===== config.mk =====
export PLATFORM = sky130hd
export DESIGN_NAME = instr_fetch
export DESIGN_NICKNAME = d
export VERILOG_FILES = /design/src/rtl/ifetch_pkg.sv /design/src/rtl/ifetch_perf.sv /design/src/rtl/instr_fetch.sv
export SDC_FILE = /design/constraint.sdc
export NUM_CORES = 1
export LEC_CHECK = 0
export CORE_MARGIN = 1
export CORE_UTILIZATION = 42
export DETAILED_ROUTE_END_ITERATION = 8
export GPL_TIMING_DRIVEN = 0
export PLACE_DENSITY = 0.76
export SYNTH_ARGS = -nofsm -noshare
export SYNTH_HDL_FRONTEND = slang
export SYNTH_SLANG_ARGS = --single-unit

===== constraint.sdc =====
create_clock -name clk -period 2 [get_ports clk]
set_input_delay 0.4 -clock clk [delete_from_list [all_inputs] [get_ports clk]]
set_output_delay 0.4 -clock clk [all_outputs]
set_load 0.02 [all_outputs]

===== src/rtl/ifetch_pkg.sv =====
// ifetch_pkg: shared types and constants for the instruction fetch stage.
// State encoding, default PC step, data_OUT field layout, counter helper.
package ifetch_pkg;

  typedef enum logic [1:0] {
    REQ  = 2'd0,
    WAIT = 2'd1,
    PUSH = 2'd2,
    DROP = 2'd3
  } ifetch_state_e;

  localparam int DEF_PC_STEP = 4;
  localparam int PERF_WIDTH = 32;

  // data_OUT is {pc, instr}: instr at bit 0, pc directly above it
  localparam int DATA_INSTR_LSB = 0;

  function automatic int data_pc_lsb(input int instr_width);
    return DATA_INSTR_LSB + instr_width;
  endfunction

  function automatic logic [PERF_WIDTH-1:0] sat_inc(
    input logic [PERF_WIDTH-1:0] v,
    input logic ev
  );
    return (ev && (v != '1)) ? v + PERF_WIDTH'(1) : v;
  endfunction

endpackage


===== src/rtl/ifetch_perf.sv =====
// ifetch_perf: four saturating event counters for the fetch stage.
// Only instantiated when IFETCH_PERF_EN is defined.
module ifetch_perf
  import ifetch_pkg::*;
(
  input  logic                  clk,
  input  logic                  reset,
  input  logic                  fetched_ev,
  input  logic                  full_stall_ev,
  input  logic                  dropped_ev,
  input  logic                  redirect_ev,
  output logic [PERF_WIDTH-1:0] fetched_cnt,
  output logic [PERF_WIDTH-1:0] full_stall_cnt,
  output logic [PERF_WIDTH-1:0] dropped_cnt,
  output logic [PERF_WIDTH-1:0] redirect_cnt
);

  always_ff @(posedge clk) begin
    if (reset) begin
      fetched_cnt    <= '0;
      full_stall_cnt <= '0;
      dropped_cnt    <= '0;
      redirect_cnt   <= '0;
    end else begin
      fetched_cnt    <= sat_inc(fetched_cnt, fetched_ev);
      full_stall_cnt <= sat_inc(full_stall_cnt, full_stall_ev);
      dropped_cnt    <= sat_inc(dropped_cnt, dropped_ev);
      redirect_cnt   <= sat_inc(redirect_cnt, redirect_ev);
    end
  end

endmodule


===== src/rtl/instr_fetch.sv =====
// instr_fetch: walks the PC, one imem read in flight, pushes {pc, instr}.
// Define IFETCH_PERF_EN to add saturating performance counters.
module instr_fetch
  import ifetch_pkg::*;
#(
  parameter int                    ADDR_WIDTH  = 32,
  parameter int                    INSTR_WIDTH = 32,
  parameter logic [ADDR_WIDTH-1:0] RESET_PC    = '0,
  parameter int                    PC_STEP     = DEF_PC_STEP
) (
  input  logic                              clk,
  input  logic                              reset,
  input  logic                              redirect_IN,
  input  logic [ADDR_WIDTH-1:0]             redirectPC_IN,
  output logic                              imemReq_OUT,
  output logic [ADDR_WIDTH-1:0]             imemAddr_OUT,
  input  logic                              imemValid_IN,
  input  logic [INSTR_WIDTH-1:0]            imemData_IN,
  input  logic                              fullFlag_IN,
  output logic                              pushReq_OUT,
  output logic [ADDR_WIDTH+INSTR_WIDTH-1:0] data_OUT
`ifdef IFETCH_PERF_EN
  ,
  output logic [PERF_WIDTH-1:0]             perfFetched_OUT,
  output logic [PERF_WIDTH-1:0]             perfFullStall_OUT,
  output logic [PERF_WIDTH-1:0]             perfDropped_OUT,
  output logic [PERF_WIDTH-1:0]             perfRedirect_OUT
`endif
);

  localparam int InstrLsb = DATA_INSTR_LSB;
  localparam int PcLsb    = data_pc_lsb(INSTR_WIDTH);

  ifetch_state_e                      state, state_n;
  logic [ADDR_WIDTH-1:0]              pc, pc_n;
  logic                               req_n;
  logic [ADDR_WIDTH-1:0]              addr_n;
  logic                               push_n;
  logic [ADDR_WIDTH+INSTR_WIDTH-1:0]  data_n;

  always_ff @(posedge clk) begin
    if (reset) begin
      state        <= REQ;
      pc           <= RESET_PC;
      imemReq_OUT  <= 1'b0;
      imemAddr_OUT <= '0;
      pushReq_OUT  <= 1'b0;
      data_OUT     <= '0;
    end else begin
      state        <= state_n;
      pc           <= pc_n;
      imemReq_OUT  <= req_n;
      imemAddr_OUT <= addr_n;
      pushReq_OUT  <= push_n;
      data_OUT     <= data_n;
    end
  end

  always_comb begin
    state_n = state;
    pc_n    = pc;
    req_n   = 1'b0;
    addr_n  = imemAddr_OUT;
    push_n  = pushReq_OUT;
    data_n  = data_OUT;
    if (redirect_IN) begin
      // a pending push is flushed by the queue, never retried
      pc_n   = redirectPC_IN;
      push_n = 1'b0;
      unique case (state)
        WAIT:    state_n = imemValid_IN ? REQ : DROP;
        DROP:    state_n = imemValid_IN ? REQ : DROP;
        default: state_n = REQ;
      endcase
    end else begin
      unique case (state)
        REQ: begin
          req_n   = 1'b1;
          addr_n  = pc;
          state_n = WAIT;
        end
        WAIT: begin
          if (imemValid_IN) begin
            data_n[PcLsb +: ADDR_WIDTH]     = pc;
            data_n[InstrLsb +: INSTR_WIDTH] = imemData_IN;
            push_n  = 1'b1;
            state_n = PUSH;
          end
        end
        PUSH: begin
          if (!fullFlag_IN) begin
            push_n  = 1'b0;
            pc_n    = pc + ADDR_WIDTH'(PC_STEP);
            state_n = REQ;
          end
        end
        DROP: begin
          if (imemValid_IN) state_n = REQ;
        end
      endcase
    end
  end

`ifdef IFETCH_PERF_EN
  logic fetched_ev, full_stall_ev, dropped_ev;

  always_comb begin
    fetched_ev    = (state == PUSH) && !fullFlag_IN && !redirect_IN;
    full_stall_ev = (state == PUSH) && fullFlag_IN;
    dropped_ev    = imemValid_IN &&
                    ((state == DROP) || (redirect_IN && (state == WAIT)));
  end

  ifetch_perf u_perf (
    .clk            (clk),
    .reset          (reset),
    .fetched_ev     (fetched_ev),
    .full_stall_ev  (full_stall_ev),
    .dropped_ev     (dropped_ev),
    .redirect_ev    (redirect_IN),
    .fetched_cnt    (perfFetched_OUT),
    .full_stall_cnt (perfFullStall_OUT),
    .dropped_cnt    (perfDropped_OUT),
    .redirect_cnt   (perfRedirect_OUT)
  );
`else
  // counters absent; the fetch path above is identical in both builds
`endif

endmodule

==> results of run 1 <==
[through the flow]
step | instances | setup TNS [ns]
final | 1063 | -0.00172
after global routing | 1063 | -0.124
after CTS | 1062 | -0.0945
after detailed placement | 1027 | -59.85
after global placement | 1027 | -55.26
after floorplan | 690 | -0.220
[per-layer routing]
metal  wire length [um]  vias up  global-route usage
met3               1340       37              0.0712
met2               7870      219               0.407
met1               7030     2620               0.324
li1                   -     2754                   -
met5                  0        -                   0
met4                436        0               0.116
[power by group through the flow]
stage          clock network [W]  registers (W)  logic [W]
6_report                 0.00309        0.00283   0.000690
5_1_grt                  0.00325        0.00284   0.000751
4_1_cts                  0.00312        0.00282   0.000691
3_5_place_dp                   0        0.00287   0.000693
3_3_place_gp                   0        0.00287   0.000688
2_1_floorplan                  0        0.00291   0.000291
[registers in the layout, indices dropped and copies added, names as in the netlist]
| register | cells |
|---|---|
| imemAddr_OUT | 32 |
| imemReq_OUT | 1 |
| pushReq_OUT | 1 |
| pc | 32 |
| state | 2 |
| data_OUT | 64 |
[cell families (layout without fill, tap and decap cells)]
logic type / after synthesis / after routing / synth area share
XOR/XNOR: 10 / 10 / 0.0162
AND/OR/NAND/NOR: 320 / 320 / 0.266
multiplexers: 3 / 3 / 0.00580
flip-flops: 132 / 132 / 0.490
AO/OA/AOI/OAI: 153 / 153 / 0.169
buffers and inverters: 71 / 272 / 0.0510
adder cells (fa/ha/maj): 1 / 1 / 0.00232
[layout by cell type (no fill, tap or decap), drive strengths merged, types with 9 or more instances in the layout]
cell / instances
dfxtp: 132
inv: 11
nand3: 14
buf: 21
clkbuf: 65
nand2: 209
clkdlybuf4s50: 164
nor4: 16
a211oi: 13
a21oi: 102
a311oi: 9
nand4: 14
nor2: 27
[how the worst max path moves through the flow]
stage / from / end / slack [ns]
2_1_floorplan: fullFlag_IN / pc[17] / -0.10
3_3_place_gp: fullFlag_IN / pc[26] / -0.77
3_5_place_dp: fullFlag_IN / pc[26] / -0.85
4_1_cts: state[1] / pc[19] / -0.07
5_1_grt: state[0] / pc[19] / -0.1
6_report: state[1] / pc[19] / -0.002
[synthesized netlist by cell type (5+ instances only)]
library cell	count
a211oi_1	13
a21oi_1	102
a311oi_1	9
and4_1	6
buf_1	8
clkbuf_1	50
dfxtp_1	132
inv_1	11
nand2_1	209
nand3_1	14
nand4_1	14
nor2_1	27
nor4_1	15
o31ai_1	5
or3_1	6
or4_1	7
xnor2_1	8
[critical path, delay by kind of cell (launching register included)]
family / cells / cell delay, ns
DFF: 1 / 0.35
and+or+nand+nor: 3 / 1.32
AOI/OAI and AO/OA: 1 / 0.24
[layout make-up]
type,count,area (sq um)
clock inverters,10,131
clock buffers,22,454
repair buffers,180,1760
inverters,11,41.3
multi-input cells,487,2580
well taps,172,215
fillers,1121,4520
flip-flops and latches,132,2660
plain buffers,49,198
[repair_timing]
action	in CTS	in global routing
buffers inserted	10	5
endpoints found under the setup margin	107	98
endpoints found under the hold margin	0	0
cloned	0	0
resized for setup	24	29
pin swaps	9	6
==> metrics.cfg, run 1 <==
[outcome]
status = finished, violations left
violations = setup timing

[pwr]
internal_power_w = 0.00503
switching_power_w = 0.00159
clockPowerShare = 0.468
p_sw_frac = 0.240
p_seq_frac = 0.428
powerDensity_nw_per_um2 = 822
p_leak_nw = 2.71
power_frac_comb = 0.104
ir_worst_vdd_mv = 0.543
finalPower_w = 0.00662

[yosys]
synth_edf_count = 0
synth_top_area_cell = dfxtp_1
synth_nets = 760
synth_seq_cells = 132
synthFlopType = dfxtp_1
ys_seq_area_frac = 0.490
synthesis.area_sq_um = 5390
synthTopCellsByArea = dfxtp_1 (49%), nand2_1 (15%), a21oi_1 (9.5%)
syn_avg_cell_area_sq_um = 7.82
synthDistinctLibCells = 46
synthArstFlopShare = 0
synthCells = 690
synth_top_area_frac = 0.490
synth_warnings = 0

[sta]
max_slew.worst_pin.slew_ns = 0.746
holdWs_ns = 0.451
slew-limit-headroom = 0.503
finalMaxSlewViolations = 0
hold_viol = 0
fin_skew_ns = 0.00738
setup_viol = 1
finalCritPeriodShare = 1.00
fmax_mhz = 500
rsz0062_at_grt = true
min_period_ns = 2.00
setup_ws_ns = -0.00172

[cts]
cts-root-buf = clkbuf_16
cts_tree = yes
cts_num_sinks = 132
worstSkewPairLatency_ns = 0.41
clk_pin_slew_ns = 0.06
cts_max_level = 4
numCtsBuffers = 17
clockBufferDepth = 2
cts.hold.buffers_added = 0

[grt]
antenna_found_initial = 0
grt_usage = 0.256
grt_pass1_vias = 5166
overflow = 0
grt_max_degree = 20
grt_pass1_wl_um = 26100

[floorplan]
core_area_sq_um = 12600
die_area_sq_um = 13300
io-pin-count = 167
die_height_um = 115
rows = 41
fp.dieW_um = 115
start_util = 0.429

[drt]
ant_nets = 0
via_per_inst = 5.30
dr.pass1.iters = 5
via_count = 5630
drt_iter0_markers = 417
drc = 0
wl_per_cell_um = 15.7
wl_um = 16700

[placed_design]
portBuffers = 165
dpl_cell_area_sq_um = 7270
pre_cts_ws_ns = -0.849
post-dp-hpwl_um = 11700
gp_congestion = 0.856

[worst_setup_path]
critPathSlowestCell = or4_4
path_cells = or3b_4, or4_4, or4_1, a311oi_1
rr_worst_depth = 4
rr_endpoint = pc[19]
crit_path_max_incr_delay_ns = 0.50
crit_type = flip-flop to flip-flop
crit_path_end_kind = flip-flop
crit_required_ns = 2.32
startpoint_type = flip-flop
cp_data_arrival_time_ns = 2.32
reg2reg_slack_ns = -0.002
reg2reg_from = state[1]
crit_fanout = 6

[layout]
n_antenna_cell = 0
syn_to_final_growth_pct = 49.3
nets = 948
design_area_sq_um = 8050
final_util = 0.641
drive_gt1_frac = 0.0954

[run]
cap_violations = 0

[min_path]
min_path_cells = 2
min_to = data_OUT[55]
hold_start = data_OUT[55]
min_path_type = flip-flop to flip-flop

Power figures use the tool's default switching activity.
==> inputs of run 2 (changes only) <==
--- a/config.mk
+++ b/config.mk
@@ -9,7 +9,7 @@
 export CORE_UTILIZATION = 42
 export DETAILED_ROUTE_END_ITERATION = 8
 export GPL_TIMING_DRIVEN = 0
-export PLACE_DENSITY = 0.76
+export PLACE_DENSITY_LB_ADDON = 0.08
 export SYNTH_ARGS = -nofsm -noshare
 export SYNTH_HDL_FRONTEND = slang
 export SYNTH_SLANG_ARGS = --single-unit
==> run 2 against run 1 <==
The run still ends with setup timing left. Largest power group unchanged. Core utilization decreased by 0.44 points. Global-route usage increased by 0.44 points. Clock power decreased by 7.4%. Sequential share of layout area increased by 0.24 points. Critical endpoint unchanged. Highest routed layer unchanged.
==> metrics.cfg, run 2 (synthesis results as in run 1) <==
[layout]
syn_to_final_growth_pct = 48.2
nFillCells = 1128
multiInputGateArea_sq_um = 2580
largestRegisters = data_OUT: 64 flops, imemAddr_OUT: 32 flops, pc: 32 flops
drive_gt1_frac = 0.0947
nets = 947
final_cell_mix = nand2_1 (209), clkdlybuf4s50_1 (164), dfxtp_1 (122)
top_register = data_OUT
n_antenna_cell = 0
largest_register_ffs = 64
final_common_cell = nand2_1
seqCellArea_sq_um = 2670
design_area_sq_um = 8000

[cts]
numCtsBuffers = 17
cts_tree = yes
cts_num_sinks = 132
cts-root-buf = clkbuf_16
cts_max_level = 4
clk_pin_slew_ns = 0.06
worstSkewPairLatency_ns = 0.41
clockBufferDepth = 2

[drt]
via_count = 5567
wl_um = 17000
drc = 0
ant_nets = 0
via_per_inst = 5.26
wl_per_cell_um = 16.0
drt_iter0_markers = 334
dr.pass1.iters = 5

[min_path]
min_path_type = flip-flop to flip-flop

[sta]
finalCritPeriodShare = 1.01
slew-limit-headroom = 0.555
fin_skew_ns = 0.00646
finalMaxSlewViolations = 0
setup_viol = 1
rsz0062_at_grt = true
hold_viol = 0
max_slew.worst_pin.slew_ns = 0.668
fmax_mhz = 493
min_period_ns = 2.03
setup_ws_ns = -0.0270

[pwr]
ir_worst_vdd_mv = 0.502
powerDensity_nw_per_um2 = 798
p_leak_nw = 2.69

[worst_setup_path]
crit_fanout = 6
reg2reg_from = state[1]
crit_path_max_incr_delay_ns = 0.50
critPathSlowestCell = or4_4
rr_endpoint = pc[19]
cp_data_arrival_time_ns = 2.35
startpoint_type = flip-flop
reg2reg_slack_ns = -0.03
crit_required_ns = 2.33
endpoint = pc[19]
crit_type = flip-flop to flip-flop
startpoint = state[1]
rr_worst_depth = 4
crit_path_end_kind = flip-flop
path_cells = or3b_4, or4_4, or4_1, a311oi_1

[placed_design]
portBuffers = 165
gp_congestion = 0.866
post-dp-hpwl_um = 12000
pre_cts_ws_ns = -0.767
dpl_cell_area_sq_um = 7270

[floorplan]
die_area_sq_um = 13300
rows = 41
start_util = 0.429
core_area_sq_um = 12600
io-pin-count = 167
fp.dieW_um = 115
die_height_um = 115

[grt]
grt_max_degree = 17
grt_pass1_vias = 5273
grt_pass1_wl_um = 26300
overflow = 0
antenna_found_initial = 0
grt_usage = 0.261

[outcome]
status = finished, violations left
violations = setup timing

[run]
cap_violations = 0

## run 2: power by group
part	leakage [nW]	switching, W	internal (W)
clock	0.262	0.00108	0.00178
combinational	1.35	0.000372	0.000320
sequential	1.08	0.000104	0.00273
total	2.69	0.00155	0.00483
## run 2: worst min path at each step
stage	slack (ns)	end	start	cells after the start
final	0.45	data_OUT[42]	data_OUT[42]	2
after CTS	0.45	data_OUT[20]	data_OUT[20]	2
after global routing	0.47	data_OUT[62]	data_OUT[62]	2
after detailed placement	0.45	imemAddr_OUT[29]	imemAddr_OUT[29]	2
after global placement	0.44	data_OUT[30]	data_OUT[30]	2
after floorplan	0.44	data_OUT[32]	pc[0]	2
## run 2: metal layers
| layer | GRT usage | vias to the layer above | part of all wire |
|---|---|---|---|
| met5 | 0 | - | 0 |
| met4 | 0.118 | 0 | 0.023 |
| met3 | 0.0680 | 28 | 0.057 |
| met2 | 0.420 | 171 | 0.47 |
| met1 | 0.327 | 2607 | 0.45 |
| li1 | - | 2761 | - |
## run 2: final cells by class
cell class                      instances  area share
Tap cell                              172      0.0269
Clock inverter                          5     0.00657
Timing Repair Buffer                  180       0.220
Clock buffer                           24      0.0602
Sequential cell                       132       0.333
Buffer                                 48      0.0249
Inverter                               11     0.00516
Multi-Input combinational cell        487       0.322
## run 2: per-stage QoR
step | utilization | power, W | TNS, ns | instances | hold slack (ns)
floorplan | - | 0.00320 | -0.220 | 690 | 0.444
global placement | 0.578 | 0.00355 | -61.54 | 1027 | 0.443
detailed placement | 0.578 | 0.00357 | -68.05 | 1027 | 0.446
CTS | 0.632 | 0.00640 | -0.154 | 1061 | 0.453
global route | 0.636 | 0.00660 | -0.131 | 1059 | 0.471
finish | 0.636 | 0.00638 | -0.0270 | 1059 | 0.453
## run 2: worst max-delay path: cells and delay by family (launching register included)
| kind | cells | cell delay (ns) |
|---|---|---|
| AO/OA/AOI/OAI | 1 | 0.25 |
| AND/OR/NAND/NOR | 3 | 1.33 |
| flip-flops | 1 | 0.36 |
## run 2: repair_timing
| action | CTS | global route |
|---|---|---|
| hold buffers | 0 | 0 |
| pin swaps | 7 | 4 |
| endpoints found under the setup margin | 117 | 83 |
| setup buffers | 11 | 4 |
| gates resized for setup | 27 | 31 |
